`config.mk`:
```
export PLATFORM = sky130hd
export DESIGN_NAME = h_fir_decimator
export DESIGN_NICKNAME = d
export VERILOG_FILES = /design/src/rtl/h_fir_decimator.sv
export SDC_FILE = /design/constraint.sdc
export NUM_CORES = 1
export LEC_CHECK = 0
export CORE_ASPECT_RATIO = 0.6
export CORE_MARGIN = 5
export CORE_UTILIZATION = 30
export DETAILED_ROUTE_END_ITERATION = 12
export MAX_ROUTING_LAYER = met4
export PLACE_DENSITY_LB_ADDON = 0.3
export SLEW_MARGIN = 5
export SYNTH_ARGS = -nofsm -noshare
export SYNTH_HDL_FRONTEND = slang
export SYNTH_SLANG_ARGS = --single-unit
export TNS_END_PERCENT = 5
```
`constraint.sdc`:
```
create_clock -name clk -period 18.25 [get_ports clk]
set_input_delay 1.825 -clock clk [delete_from_list [all_inputs] [get_ports clk]]
set_output_delay 1.825 -clock clk [all_outputs]
set_load 0.02 [all_outputs]
```
`src/rtl/h_fir_decimator.sv`:
```
// h_fir_decimator: [1,2,1]/4 prefilter plus 16-phase DDA interpolation, one source row in, cfg_tar_w pixels out.
// Ports: clk/rst (sync, active high); cfg_src_w/cfg_tar_w/cfg_step latched on the in_sol beat;
// in_valid/in_ready/in_data/in_sol source stream; out_wr_en/out_ready/out_data row-buffer write; line_done/line_err pulses.
module h_fir_decimator #(
  parameter int W_BITS = 12
) (
  input  logic              clk,
  input  logic              rst,
  input  logic [W_BITS-1:0] cfg_src_w,
  input  logic [W_BITS-1:0] cfg_tar_w,
  input  logic [11:0]       cfg_step,
  input  logic              in_valid,
  output logic              in_ready,
  input  logic [7:0]        in_data,
  input  logic              in_sol,
  output logic              out_wr_en,
  input  logic              out_ready,
  output logic [7:0]        out_data,
  output logic              line_done,
  output logic              line_err
);
  typedef enum logic [1:0] {IDLE, RUN, FLUSH} state_t;
  localparam logic [W_BITS-1:0] ONE = W_BITS'(1);
  state_t state_q, state_d;
  logic [W_BITS-1:0] src_w_q, src_w_d, tar_w_q, tar_w_d, cnt_q, cnt_d, sidx_q, sidx_d, k_q, k_d;
  logic [11:0] step_q, step_d;
  logic [W_BITS+7:0] pos_q, pos_d;
  logic [7:0] xm_q, xm_d, x0_q, x0_d, sa_q, sa_d, sb_q, sb_d, dout_q, dout_d;
  logic svld_q, svld_d, wen_q, wen_d, last_q, last_d, err_q, err_d;
  logic adv, beat, sol, fill, emit;
  logic [W_BITS-1:0] last_src, i_raw, i0, i1;
  logic [3:0] f;
  logic [7:0] nxt, sel, s_new, y;
  logic [9:0] sum;
  logic [11:0] acc;
  assign out_wr_en = wen_q;
  assign out_data  = dout_q;
  assign line_err  = err_q;
  assign line_done = wen_q && out_ready && last_q;
  always_comb begin
    // The whole pipeline advances only when the output register is free or draining.
    adv = !wen_q || out_ready;
    in_ready = !rst && (state_q == IDLE || (state_q == RUN && adv));
    beat = in_valid && in_ready;
    sol = beat && in_sol;
    last_src = src_w_q - ONE;
    // In FLUSH the right neighbour of the last pixel is the pixel itself (edge replication).
    nxt = state_q == FLUSH ? x0_q : in_data;
    sum = 10'(xm_q) + (10'(x0_q) << 1) + 10'(nxt) + 10'd2;
    s_new = sum[9:2];
    fill = state_q == FLUSH && adv && !(svld_q && sidx_q == last_src);
    i_raw = pos_q[W_BITS+7:8];
    i0 = i_raw > last_src ? last_src : i_raw;
    i1 = i0 < last_src ? i0 + ONE : last_src;
    f = pos_q[7:4];
    // sb holds s[sidx], sa holds s[sidx-1]; i0 equals sidx only when clamped at the row end.
    sel = i0 == sidx_q ? sb_q : sa_q;
    acc = 12'(sel) * 12'(5'd16 - 5'(f)) + 12'(sb_q) * 12'(f) + 12'd8;
    y = acc[11:4];
    emit = adv && !sol && state_q != IDLE && svld_q && k_q < tar_w_q && i1 <= sidx_q;
    state_d = state_q;
    src_w_d = src_w_q;
    tar_w_d = tar_w_q;
    step_d = step_q;
    cnt_d = cnt_q;
    xm_d = xm_q;
    x0_d = x0_q;
    sa_d = sa_q;
    sb_d = sb_q;
    sidx_d = sidx_q;
    svld_d = svld_q;
    pos_d = emit ? pos_q + (W_BITS+8)'(step_q) : pos_q;
    k_d = emit ? k_q + ONE : k_q;
    wen_d = adv ? emit : wen_q;
    dout_d = emit ? y : dout_q;
    last_d = adv ? emit && (k_q + ONE == tar_w_q) : last_q;
    err_d = sol && state_q == RUN;
    if (sol) begin
      state_d = cfg_src_w == ONE ? FLUSH : RUN;
      src_w_d = cfg_src_w;
      tar_w_d = cfg_tar_w;
      step_d = cfg_step;
      xm_d = in_data;
      x0_d = in_data;
      cnt_d = ONE;
      sidx_d = '0;
      svld_d = 1'b0;
      pos_d = '0;
      k_d = '0;
    end else begin
      if (beat && state_q == RUN) begin
        xm_d = x0_q;
        x0_d = in_data;
        sa_d = sb_q;
        sb_d = s_new;
        sidx_d = cnt_q - ONE;
        svld_d = 1'b1;
        cnt_d = cnt_q + ONE;
        state_d = cnt_q + ONE == src_w_q ? FLUSH : RUN;
      end
      if (fill) begin
        sa_d = sb_q;
        sb_d = s_new;
        sidx_d = last_src;
        svld_d = 1'b1;
      end
      if (state_q == FLUSH && k_q == tar_w_q && adv) state_d = IDLE;
    end
  end
  always_ff @(posedge clk) begin
    if (rst) begin
      state_q <= IDLE;
      src_w_q <= '0;
      tar_w_q <= '0;
      step_q <= '0;
      cnt_q <= '0;
      xm_q <= '0;
      x0_q <= '0;
      sa_q <= '0;
      sb_q <= '0;
      sidx_q <= '0;
      svld_q <= 1'b0;
      pos_q <= '0;
      k_q <= '0;
      wen_q <= 1'b0;
      dout_q <= '0;
      last_q <= 1'b0;
      err_q <= 1'b0;
    end else begin
      state_q <= state_d;
      src_w_q <= src_w_d;
      tar_w_q <= tar_w_d;
      step_q <= step_d;
      cnt_q <= cnt_d;
      xm_q <= xm_d;
      x0_q <= x0_d;
      sa_q <= sa_d;
      sb_q <= sb_d;
      sidx_q <= sidx_d;
      svld_q <= svld_d;
      pos_q <= pos_d;
      k_q <= k_d;
      wen_q <= wen_d;
      dout_q <= dout_d;
      last_q <= last_d;
      err_q <= err_d;
    end
  end
endmodule

```
=== After elaboration in Yosys (flattened, before gate mapping) ===
Index checks and enable logic that the tools add are counted.

* Register bits after elaboration: 138
* Input bits: 49
* Output and inout bits: 12
* Word-level logic and storage cells: 100

* Add/subtract/negate cells: 12
* $mul: 2
* Magnitude comparators: 4
* Eq/ne operators: 8
* Muxes and demuxes: 23
* Bitwise gates (word level): 1
* Reduce and logical (&&, ||, !) cells: 32

{| class="wikitable"
|+ Operator list
! cell !! count
|-
| $mux W8 || 10
|-
| $eq A12 B12 Y1 || 5
|-
| $mux W12 || 4
|-
| $add A12 B1 Y12 const B || 3
|-
| $lt A12 B12 Y1 || 2
|-
| $sub A12 B1 Y12 const B || 2
|-
| $add A20 B12 Y20 || 1
|-
| $logic_and A1 B1 Y1 || 19
|-
| $add A12 B12 Y12 || 1
|-
| $add A12 B4 Y12 const B || 1
|-
| $eq A12 B1 Y1 const B || 1
|-
| $gt A12 B12 Y1 || 1
|-
| $le A12 B12 Y1 || 1
|-
| $mul A8 B4 Y12 || 1
|-
| $mul A9 B6 Y12 || 1
|-
| $add A10 B2 Y10 const B || 1
|-
| $add A10 B8 Y10 || 1
|-
| $add A8 B9 Y10 || 1
|-
| $mux W2 || 5
|-
| $reduce_bool A2 Y1 || 3
|-
| $sub A5 B4 Y6 const A || 1
|-
| $logic_not A1 Y1 || 4
|-
| $mux W1 || 4
|-
| $reduce_bool A3 Y1 || 1
|-
| 7 further kinds || 8
|}

=== Logic depth before layout (Yosys ltp) ===
Gate-level depths: netlist (run 1).

* Depth after elaboration: 14
* Gate-level depth with buffers: 38
* Depth with buffers taken out: 36

=== Worst setup path before layout (run 1) ===
Ideal clock, no wire load.

* Kind: register -> register
* Start point: register src_w_q[0]
* End point: register dout_q[6], in the netlist out_data[6]
* Setup time: 117 ps
* Data arrival time: 8727 ps
* Required time: 18133 ps
* Slack: 9405 ps
* Cell stages (with the launch flop): 32
* Path buffers: 2
* Period minus slack after synthesis: 8845 ps
* Path through: dfxtp_1 buf_6 or4_4 or3_4 nor3_1 xnor2_1 ha_1 a31oi_1 and2_1 buf_4 a21oi_4 mux2i_1 a221o_1 nor3_4 mux2i_1 nand2b_1 fa_1 fa_1 inv_1 fa_1 inv_1 fa_1 fa_1 inv_1 ha_1 and3_1 nand4_1 a31oi_1 o41ai_1 nand2_1 a311o_1 a32o_1

* Cells in the longest elaborated chain, start to end: 8
* Elaborated cells on any way between the ends: 13
* Classes of those cells: add/sub (4); mul (1); order compare (3); eq/ne (1); mux (3); reduce/logical (1)

{| class="wikitable"
|+ RTL lines
! what !! RTL line !! RTL
|-
| start: declaration || 25 || <nowiki>logic [W_BITS-1:0] src_w_q, src_w_d, tar_w_q, tar_w_d, cnt_q, cnt_d, sidx_q, sidx_d, k_q, k_d;</nowiki>
|-
| start signal: assignment || 131 || <nowiki>src_w_q <= src_w_d;</nowiki>
|-
| $sub A12 B1 Y12 (*) || 46 || <nowiki>last_src = src_w_q - ONE;</nowiki>
|-
| $gt A12 B12 Y1 || 53 || <nowiki>i0 = i_raw > last_src ? last_src : i_raw;</nowiki>
|-
| $mux W12 || 53 ||
|-
| $eq A12 B12 Y1 || 57 || <nowiki>sel = i0 == sidx_q ? sb_q : sa_q;</nowiki>
|-
| $mux W8 || 57 ||
|-
| $mul A9 B6 Y12 || 58 || <nowiki>acc = 12'(sel) * 12'(5'd16 - 5'(f)) + 12'(sb_q) * 12'(f) + 12'd8;</nowiki>
|-
| $add A12 B12 Y12 || 58 ||
|-
| $add A12 B4 Y12 || 58 ||
|-
| end signal: assignment || 144 || <nowiki>dout_q <= dout_d;</nowiki>
|-
| end: declaration || 28 || <nowiki>logic [7:0] xm_q, xm_d, x0_q, x0_d, sa_q, sa_d, sb_q, sb_d, dout_q, dout_d;</nowiki>
|}

Mark *: on every way between the ends. The rest lies on a longest branch, timed or not.
A chain may end at the register's enable or synchronous reset.

=== Worst setup path after layout (run 1) ===
Ends and elaborated chain as after synthesis.

==> summary.txt, run 1 <==
Run status
  • Outcome: complete, no violations

Place
  • Final HPWL DP: 28.7 mm
  • Routability cong.: 0.941
  • Pre-CTS setup slack: 7970 ps
  • Dpl cells: 2048
  • Port Buffers: 60

Yosys
  • Post-synthesis compound-gate area fraction: 16.7%
  • Mux share of post-synthesis cell area: 2.15%
  • EDFF count, synth: 0
  • Syn Inst Count: 1523
  • Mean Syn Cell Area: 7.83 sq um
  • Synth Area in Simple Gates: 21.6%
  • Post-synth top area cell: dfxtp_1
  • Share of the synthesized area in the top cell type: 23.2%
  • Distinct cells, synth: 76
  • Largest family of logic cells by synthesized area: simple AND/OR/NAND/NOR gates
  • Synth top area cells: dfxtp_1 23%, ha_1 11%, fa_1 9.2%, nand2_1 7.1%, a21oi_1 5.6%
  • Syn Std Cell Area: 0.0119 sq mm
  • Synthesized flop and latch total: 138
  • Post-Synth Adder-Cell Area: 20.4%
  • Leading register cell type out of synthesis: dfxtp_1
  • XOR/XNOR share of the synthesized area: 9.10%
  • Async set-reset flop share out of synthesis: 0%
  • Yosys warns: 0
  • Seq/Total Area, Yosys: 23.2%
  • Net Count, Synth: 1733

Timing
  • Setup TNS: 0 ps
  • Skew final: 11.1 ps
  • Final setup viols: 0
  • Unrepaired setup endpoints after global routing: no
  • Final worst-path cycle share: 57.3%
  • Minimum clock period: 10470 ps
  • Final hold violation count: 0
  • Worst hold slack: 464 ps
  • Worst relative slew slack: 33.7%
  • Fmax: 95.6 MHz
  • Worst-margin pin slew: 994 ps
  • Max-slew violations: 0
  • PnR worst setup slack: 7790 ps

Clock network
  • CTS root buf: clkbuf_16
  • Clock sink total: 138
  • Htree depth: 4
  • CTS max path bufs: 2
  • Setup repair bufs after CTS: 0
  • Cts repair resizes: 0
  • Hold-fix buffers, CTS: 0
  • TritonCTS clock tree: yes
  • TritonCTS buffer count: 17
  • Clock edge transition at the registers on the reported setup and hold paths: 60 ps
  • Clock latency on the worst-skew pair: 450 ps

Die
  • Die area: 0.0440 sq mm
  • Chip height: 164 um
  • Std cell rows: 56
  • Initial Utilization: 30.4%
  • Core ar.: 0.0392 sq mm
  • # IOs: 61
  • Die width: 267 um

Power
  • P_leak: 0.00564 uW
  • Cell Pwr Density: 58.5 mW/mm^2
  • Worst VDD drop: 0.0541 mV

Routing
  • WL/cell: 17.8 um
  • # DRC: 0
  • DR top layer: met4
  • Mean number of vias per cell: 5.08
  • Metal2 WL: 13.6 mm
  • Via count: 10557
  • Drt first pass iters: 5
  • Post-DRT Antenna Nets: 0
  • Routed wire length: 37.1 mm
  • Met3 WL: 3.15 mm
  • M1 WL: 19.9 mm
  • Initial drt markers: 917

Cells and area
  • Fin nets: 1755
  • Most frequent cells in the layout: 226 x nand2_1, 142 x inv_1, 138 x dfxtp_1, 133 x a21oi_1, 113 x nor2_1
  • Most common cell after layout, fill and taps aside: nand2_1
  • Layout cells sized above 1: 5.33%
  • Multi-input gate area: 0.00835 sq mm
  • Area delta synth->final: 14.4%
  • Post-Layout Cell Count: 2079
  • # diodes: 0
  • Filler Cell Count: 4108
  • Register area: 0.00276 sq mm

Worst setup path
  • WP data required: 18590 ps
  • CP endpoint kind: register
  • CP max stage cell: o41ai_1
  • Worst Path Arrival: 10810 ps
  • CP max stage delay: 590 ps
  • Worst Setup Path Type: register to register
  • Crit-path max FO: 23
  • Startpoint types: register

GRT
  • All-Layer GR Usage: 17.5%
  • Largest net degree at the start of global routing: 60
  • Initial antenna violation count: 1
  • Vias in the first global route: 9923
  • First-pass GRT wire length: 58.3 mm
  • GRT Residual Overflow: 0

Run
  • Max-cap viol count: 0

Worst hold path
  • Worst min path class: register to register
-- worst max-delay path: cells and delay by family, from the launching register on --
family / cells / cell delay [ps]
compound gates: 9 / 2770
xor+xnor: 1 / 550
fa+ha+maj: 8 / 3240
buf+inv: 5 / 620
flops: 1 / 440
mux: 2 / 570
simple gates: 7 / 2150
-- logic make-up after synthesis --
family / count (synthesis)
AO/OA/AOI/OAI: 320
multiplexers: 24
XOR/XNOR: 117
AND/OR/NAND/NOR: 547
flip-flops: 138
buffers and inverters: 216
adder cells (fa/ha/maj): 161
-- Yosys cell counts, types with 3 or more instances --
| library cell | instances |
|---|---|
| a21oi_1 | 133 |
| a211oi_1 | 14 |
| a311oi_1 | 9 |
| o221ai_1 | 6 |
| nor2_1 | 113 |
| dfxtp_1 | 138 |
| nand2_1 | 227 |
| and2_1 | 34 |
| xor2_1 | 37 |
| nor3_1 | 22 |
| inv_1 | 142 |
| o211ai_1 | 6 |
| xnor3_1 | 3 |
| nand3_1 | 29 |
| nor3b_1 | 3 |
| a31oi_1 | 5 |
| o31ai_1 | 7 |
| or4_1 | 6 |
| o21ai_0 | 57 |
| or2_2 | 7 |
| nor2b_1 | 17 |
| o21a_1 | 11 |
| or3_1 | 17 |
| fa_1 | 55 |
| and3_1 | 15 |
| o31a_1 | 6 |
| nand3b_1 | 3 |
| a21o_1 | 18 |
| o21bai_1 | 7 |
| a21boi_0 | 5 |
| xnor2_1 | 76 |
| o22ai_1 | 7 |
| nor4_1 | 11 |
| clkbuf_1 | 64 |
| ha_1 | 106 |
| mux2i_1 | 11 |
| nand2b_1 | 14 |
| nand4_1 | 19 |
| a221oi_1 | 3 |
| mux2_2 | 13 |
| buf_1 | 6 |
-- power by group --
part / internal, uW / leakage [uW] / switching [uW] / total, uW
Sequential: 307 / 0.00112 / 7.27 / 314
Combinational: 47.8 / 0.00422 / 67.2 / 115
Clock: 228 / 0.000298 / 141 / 370
Total: 583 / 0.00564 / 216 / 799
-- state kept, by name (all words and copies together), names as in the netlist --
register,count
pos_q,20
cnt_q,12
sidx_q,12
xm_q,8
state_q,2
out_data,8
out_wr_en,1
line_err,1
sa_q,8
src_w_q,12
svld_q,1
tar_w_q,12
step_q,12
x0_q,8
k_q,12
sb_q,8
last_q,1
-- worst paths after layout --
check / startpoint / endpoint / slack (ps) / depth (start not counted)
worst max-delay path: src_w_q[0] / out_data[6] / 7790 / 32
worst max register to register: src_w_q[0] / out_data[6] / 7790 / 32
worst min-delay path: step_q[9] / step_q[9] / 460 / 2
worst min register to register: step_q[9] / step_q[9] / 460 / 2
-- layout make-up --
type                       instances  share of cell area [%]
sequential                       138                    20.2
inverter                         142                    3.91
tap                              522                    4.79
multi-input combinational       1169                    61.2
clock inverter                    10                    1.03
clock buffer                      21                    3.52
timing repair buffer              77                    5.30
-- layer usage --
| metal | vias up | track usage [%] |
|---|---|---|
| met5 | - | - |
| met4 | 0 | 3.14 |
| met3 | 22 | 4.44 |
| met2 | 314 | 21.6 |
| met1 | 5020 | 28.0 |
| li1 | 5201 | - |
-- per-stage QoR --
| stage | power [uW] | cell area [sq um] | util [%] |
|---|---|---|---|
| floorplan | 393 | 11900 | - |
| global placement | 433 | 13000 | 33.3 |
| detailed placement | 434 | 13000 | 33.3 |
| CTS | 810 | 13600 | 34.8 |
| global route | 835 | 13600 | 34.8 |
| finish | 799 | 13600 | 34.8 |
Power figures use the tool's default switching activity.
==> run 2: changes to the inputs <==
==> constraint.sdc (replaced) <==
create_clock -name clk -period 10.1 [get_ports clk]
set_input_delay 1.01 -clock clk [delete_from_list [all_inputs] [get_ports clk]]
set_output_delay 1.01 -clock clk [all_outputs]
set_load 0.02 [all_outputs]
==> summary.txt, run 2 (synthesis gave the netlist of run 1 again) <==
GRT
  • Vias in the first global route: 10141 (+2.2%)
  • GRT Residual Overflow: 0 (unchanged)
  • First-pass GRT wire length: 57.7 mm (-0.91%)
  • Initial antenna violation count: 0 (-1)
  • Largest net degree at the start of global routing: 62 (+3.3%)
  • All-Layer GR Usage: 17.1% (-0.40 points)

Worst setup path
  • Crit-path max FO: 9 (-61%)
  • CP max stage delay: 550 ps (-40 ps)
  • Worst Path Arrival: 9930 ps (-880 ps)
  • Worst Setup Path Type: register to register
  • R2R Path Start: src_w_q[0]
  • Worst R2R Path Depth: 31 (-3.1%)
  • Crit path from: src_w_q[0]
  • Startpoint types: register
  • WP data required: 10490 ps (-8100 ps)
  • CP max stage cell: fa_1
  • CP endpoint kind: register

Cells and area
  • Fin nets: 1765 (+0.57%)
  • Max FFs per register: 20 (unchanged)
  • Most frequent cells in the layout: 226 x nand2_1, 142 x inv_1, 138 x dfxtp_1, 133 x a21oi_1, 113 x nor2_1
  • Biggest register: pos_q
  • # diodes: 0 (unchanged)
  • Layout cells sized above 1: 6.38% (+1.0 points)
  • Area delta synth->final: 15.1%
  • Most common cell after layout, fill and taps aside: nand2_1

Timing
  • Worst-margin pin slew: 868 ps (-126 ps)
  • Unrepaired setup endpoints after global routing: no
  • Final hold violation count: 0 (unchanged)
  • Minimum clock period: 9540 ps (-921 ps)
  • Final setup viols: 0 (unchanged)
  • Fmax: 105 MHz (+9.7%)
  • Worst relative slew slack: 41.9% (+8.2 points)
  • Setup TNS: 0 ps (unchanged)
  • Skew final: 16.8 ps (+5.77 ps)
  • Max-slew violations: 0 (unchanged)
  • Final worst-path cycle share: 94.5% (+37 points)

Die
  • Chip height: 164 um (unchanged)
  • Core ar.: 0.0392 sq mm (unchanged)
  • Die area: 0.0440 sq mm (unchanged)
  • # IOs: 61 (unchanged)
  • Std cell rows: 56 (unchanged)
  • Initial Utilization: 30.4% (unchanged)
  • Die width: 267 um (unchanged)

Run status
  • Outcome: complete, no violations

Routing
  • Routed wire length: 36.2 mm (-2.3%)
  • WL/cell: 17.3 um (-2.8%)
  • Initial drt markers: 827 (-9.8%)
  • Post-DRT Antenna Nets: 0 (unchanged)
  • Via count: 10613 (+0.53%)
  • Mean number of vias per cell: 5.08 (about the same)
  • # DRC: 0 (unchanged)
  • Drt first pass iters: 7 (+2)

Place
  • Routability cong.: 0.945 (+0.43%)
  • Final HPWL DP: 28.2 mm (-1.5%)
  • Port Buffers: 60 (unchanged)

Clock network
  • TritonCTS buffer count: 17 (unchanged)
  • CTS max path bufs: 2 (unchanged)
  • Clock sink total: 138 (unchanged)
  • CTS root buf: clkbuf_16
  • TritonCTS clock tree: yes
  • Clock edge transition at the registers on the reported setup and hold paths: 70 ps (about the same)
  • Clock latency on the worst-skew pair: 450 ps (about the same)
  • Htree depth: 4 (unchanged)

Worst hold path
  • Worst min path class: register to register
  • Hold path depth: 2 (unchanged)
  • Min-delay src: out_data[2]

Power
  • Overall power: 1410 uW (+77%)
  • Cell Pwr Density: 103 mW/mm^2 (+76%)
  • P_leak: 0.00569 uW (+0.91%)
  • Worst VDD drop: 0.103 mV (+90%)

Run
  • Max-cap viol count: 0 (unchanged)
[run 2: cell count changes in the layout (fill, tap and decap cells not counted), moves of 2 or more]
cell and change:
buf_4 +9, inv_6 +5, clkbuf_8 -3, clkinv_4 +3, bufinv_16 -2, clkinv_2 -2, xnor2_1 -2, xnor2_2 +2
[run 2: final timing paths]
kind                 endpoint  slack [ps]
setup / recovery  out_data[5]         560
setup reg to reg  out_data[5]         560
hold reg to reg   out_data[2]         460
hold / removal    out_data[2]         460
[run 2: metal layers]
layer | wire length, um | share of wire [%] | up-vias | GRT usage (%)
met1 | 19600 | 54 | 5083 | 26.6
met5 | 0 | 0 | - | -
met4 | 270 | 0.75 | 0 | 3.16
li1 | - | - | 5222 | -
met3 | 2270 | 6.3 | 18 | 3.32
met2 | 14000 | 39 | 290 | 22.9
[run 2: power breakdown]
group	internal [uW]	switching, uW
registers	554	13.2
logic	94.1	126
clock network	351	273
total	999	412
[run 2: critical path: cells and delay by family, from the launching register on]
kind	cells	cell delay, ps
flip-flops	1	450
AND/OR/NAND/NOR	9	2250
AO/OA/AOI/OAI	7	2340
buffers and inverters	5	560
XOR/XNOR	1	290
adder cells (fa/ha/maj)	8	3350
multiplexers	1	250
[run 2: cell type report]
type / count / area [sq um]
Clock buffer: 19 / 443
Clock inverter: 13 / 133
Fill cell: 4060 / 25400
Inverter: 142 / 533
Multi-Input combinational cell: 1169 / 8390
Sequential cell: 138 / 2760
Tap cell: 522 / 653
Timing Repair Buffer: 87 / 811
[run 2: metrics by stage]
step / util [%] / hold slack, ps / cells / worst slack (ps) / instance area (sq um)
2_1_floorplan: - / 434 / 1523 / 1260 / 11900
3_3_place_gp: 33.4 / 451 / 2056 / 345 / 13100
3_5_place_dp: 33.4 / 452 / 2056 / 90.8 / 13100
4_1_cts: 34.9 / 465 / 2088 / 65.4 / 13700
5_1_grt: 35.1 / 489 / 2090 / 20.0 / 13700
6_report: 35.1 / 462 / 2090 / 556 / 13700
[run 2: timing repair]
item | 4_1_cts | 5_1_grt
hold buffers | 0 | 0
buffers inserted | 0 | 2
resized for setup | 0 | 7
endpoints found under the setup margin | 0 | 5
==> run 3: changes to the inputs <==
--- a/config.mk
+++ b/config.mk
@@ -5,11 +5,11 @@
 export SDC_FILE = /design/constraint.sdc
 export NUM_CORES = 1
 export LEC_CHECK = 0
+export ABC_AREA = 1
 export CORE_ASPECT_RATIO = 0.6
 export CORE_MARGIN = 5
-export CORE_UTILIZATION = 30
+export CORE_UTILIZATION = 58
 export DETAILED_ROUTE_END_ITERATION = 12
-export MAX_ROUTING_LAYER = met4
 export PLACE_DENSITY_LB_ADDON = 0.3
 export SLEW_MARGIN = 5
 export SYNTH_ARGS = -nofsm -noshare
==> summary.txt, run 3 <==
Power
  • Clock power share: 34.2% (-10 points)
  • P_leak: 0.00600 uW (+5.4%)
  • Sw Pwr: 741 uW (+80%)
  • Combinational Power Share: 34.2% (+19 points)
  • Cell Pwr Density: 149 mW/mm^2 (+45%)
  • Net Sw Frac: 37.9% (+8.7 points)
  • Internal power: 1210 uW (+21%)
  • Worst VDD drop: 0.125 mV (+22%)
  • Reg power frac: 31.6% (-8.6 points)

Die
  • Std cell rows: 40 (-29%)
  • Die area: 0.0231 sq mm (-47%)
  • Chip height: 120 um (-27%)
  • Initial Utilization: 58.6% (+28 points)
  • Core ar.: 0.0199 sq mm (-49%)
  • # IOs: 61 (unchanged)
  • Die width: 193 um (-28%)

Yosys
  • Synth Area in Simple Gates: 21.7% (+0.049 points)
  • Post-synth top area cell: dfxtp_1
  • Synth top area cells: dfxtp_1 24%, ha_1 11%, nand2_1 10%, fa_1 9.5%, inv_1 8.6%
  • Largest family of logic cells by synthesized area: simple AND/OR/NAND/NOR gates
  • Async set-reset flop share out of synthesis: 0% (unchanged)
  • Post-Synth Adder-Cell Area: 20.8% (+0.48 points)
  • Most common cell in the netlist: nand2_1
  • EDFF count, synth: 0 (unchanged)
  • Syn Std Cell Area: 0.0116 sq mm (-2.3%)
  • Leading register cell type out of synthesis: dfxtp_1
  • Synthesized flop and latch total: 138 (unchanged)
  • Syn Inst Count: 1650 (+8.3%)
  • Net Count, Synth: 1860 (+7.3%)
  • Post-synthesis compound-gate area fraction: 17.9% (+1.2 points)
  • Mean Syn Cell Area: 7.06 sq um (-9.8%)
  • Share of the synthesized area in the top cell type: 23.7% (+0.55 points)
  • Post-synth top cells: 320 x nand2_1, 266 x inv_1, 161 x a21oi_1, 140 x o21ai_0, 138 x dfxtp_1
  • XOR/XNOR share of the synthesized area: 5.34% (-3.8 points)
  • Yosys warns: 0 (unchanged)
  • Seq/Total Area, Yosys: 23.7% (+0.55 points)
  • Distinct cells, synth: 52 (-32%)
  • Mux share of post-synthesis cell area: 0% (-2.2 points)

Clock network
  • TritonCTS buffer count: 17 (unchanged)
  • CTS max path bufs: 2 (unchanged)
  • Htree depth: 4 (unchanged)
  • Hold-fix buffers, CTS: 0 (unchanged)
  • Clock edge transition at the registers on the reported setup and hold paths: 60 ps (about the same)
  • Clock latency on the worst-skew pair: 440 ps (about the same)
  • TritonCTS clock tree: yes
  • Setup repair bufs after CTS: 0 (unchanged)
  • Cts repair resizes: 0 (unchanged)
  • Clock sink total: 138 (unchanged)
  • CTS root buf: clkbuf_16

Routing
  • Via count: 11231 (+5.8%)
  • Routed wire length: 35.5 mm (-1.8%)
  • Post-DRT Antenna Nets: 0 (unchanged)
  • Mean number of vias per cell: 5.70 (+12%)
  • Drt first pass iters: 5 (-2)
  • WL/cell: 18.0 um (+4.1%)
  • # DRC: 0 (unchanged)
  • Initial drt markers: 1266 (+53%)

Cells and area
  • Biggest register: pos_q
  • # diodes: 0 (unchanged)
  • Fin nets: 1897 (+7.5%)
  • Post-Layout Cell Count: 1972 (-5.6%)
  • Layout cells sized above 1: 4.30% (-2.1 points)
  • Max FFs per register: 20 (unchanged)
  • Most frequent cells in the layout: 319 x nand2_1, 266 x inv_1, 161 x a21oi_1, 140 x o21ai_0, 138 x dfxtp_1
  • Most common cell after layout, fill and taps aside: nand2_1
  • Filler Cell Count: 1784 (-56%)
  • Area delta synth->final: 12.2%

Worst setup path
  • Crit-path max FO: 19 (+10)
  • Worst Setup Path Type: register to register
  • CP max stage cell: fa_1
  • CP max stage delay: 540 ps (about the same)
  • Worst Path Arrival: 8960 ps (-970 ps)
  • Most used cell along the critical path: nand2_1
  • Worst R2R Path Depth: 39 (+26%)
  • CP endpoint kind: register
  • WP data required: 10440 ps (-50 ps)
  • Startpoint types: register
  • Reg-to-reg slack, setup: 1480 ps (+920 ps)

Timing
  • Final setup viols: 0 (unchanged)
  • Setup TNS: 0 ps (unchanged)
  • Worst-margin pin slew: 1130 ps (+264 ps)
  • Final hold violation count: 0 (unchanged)
  • Fmax: 116 MHz (+11%)
  • Skew final: 9.39 ps (-7.45 ps)
  • Minimum clock period: 8620 ps (-919 ps)
  • Final worst-path cycle share: 85.4% (-9.1 points)
  • Worst hold slack: 465 ps (+3.47 ps)
  • Worst relative slew slack: 24.4% (-17 points)
  • Unrepaired setup endpoints after global routing: no
  • PnR worst setup slack: 1480 ps (+919 ps)
  • Max-slew violations: 0 (unchanged)

Run
  • Max-cap viol count: 0 (unchanged)

GRT
  • GRT Residual Overflow: 0 (unchanged)
  • Initial antenna violation count: 0 (unchanged)
  • First-pass GRT wire length: 56.2 mm (-2.6%)
  • All-Layer GR Usage: 31.2% (+14 points)
  • Vias in the first global route: 10193 (+0.51%)
  • Largest net degree at the start of global routing: 80 (+29%)

Place
  • Routability cong.: 1.01 (+6.7%)
  • Final HPWL DP: 27.9 mm (-1.4%)
  • Port Buffers: 60 (unchanged)
  • Pre-CTS setup slack: 1700 ps (+1600 ps)
  • Dpl cells: 1941 (-5.6%)

Worst hold path
  • Hold path depth: 2 (unchanged)
  • Worst min path class: register to register

Run status
  • Outcome: complete, no violations
[run 3: layout make-up]
class	count	area, sq um	area share (%)
Tap cell	273	342	2.61
Timing Repair Buffer	69	668	5.11
Multi-Input combinational cell	1189	7660	58.6
Clock inverter	10	141	1.08
Sequential cell	138	2760	21.1
Clock buffer	21	470	3.60
Inverter	272	1020	7.81
[run 3: critical path: cells and delay by family, from the launching register on]
kind                       cells  cell delay [ps]
AOI/OAI and AO/OA              4              950
adders and majority gates      8             3480
buffers and inverters          6              490
DFF                            1              370
and+or+nand+nor               21             3200
[run 3: metal layers]
layer | wire length [um] | global-route usage [%] | share of wire (%) | vias to the layer above
li1 | - | - | - | 5449
met1 | 18100 | 51.8 | 51 | 5188
met2 | 12800 | 38.1 | 36 | 564
met3 | 4180 | 9.30 | 12 | 30
met4 | 403 | 6.45 | 1.1 | 0
met5 | 0 | 0 | 0 | -
[run 3: power by group through the flow]
stage	combinational (uW)	clock [uW]	sequential [uW]
after floorplan	459	0	612
after global placement	640	0	625
after detailed placement	647	0	626
after CTS	655	670	615
after global routing	754	695	621
final	668	667	617
[run 3: worst paths after layout]
kind	end	start
min reg2reg	sa_q[5]	sa_q[5]
max	out_data[7]	src_w_q[0]
max reg2reg	out_data[7]	src_w_q[0]
min	sa_q[5]	sa_q[5]
[run 3: per-stage QoR]
stage / area [sq um] / total power [uW] / utilization [%]
2_1_floorplan: 11600 / 1070 / -
3_3_place_gp: 12500 / 1260 / 62.7
3_5_place_dp: 12500 / 1270 / 62.7
4_1_cts: 13100 / 1940 / 65.8
5_1_grt: 13100 / 2070 / 65.8
6_report: 13100 / 1950 / 65.8
[run 3: logic make-up (layout without fill, tap and decap cells)]
group	after synthesis	after routing
adder cells (fa/ha/maj)	161	161
AND/OR/NAND/NOR	577	577
flip-flops	138	138
AO/OA/AOI/OAI	380	380
XOR/XNOR	71	71
buffers and inverters	323	372
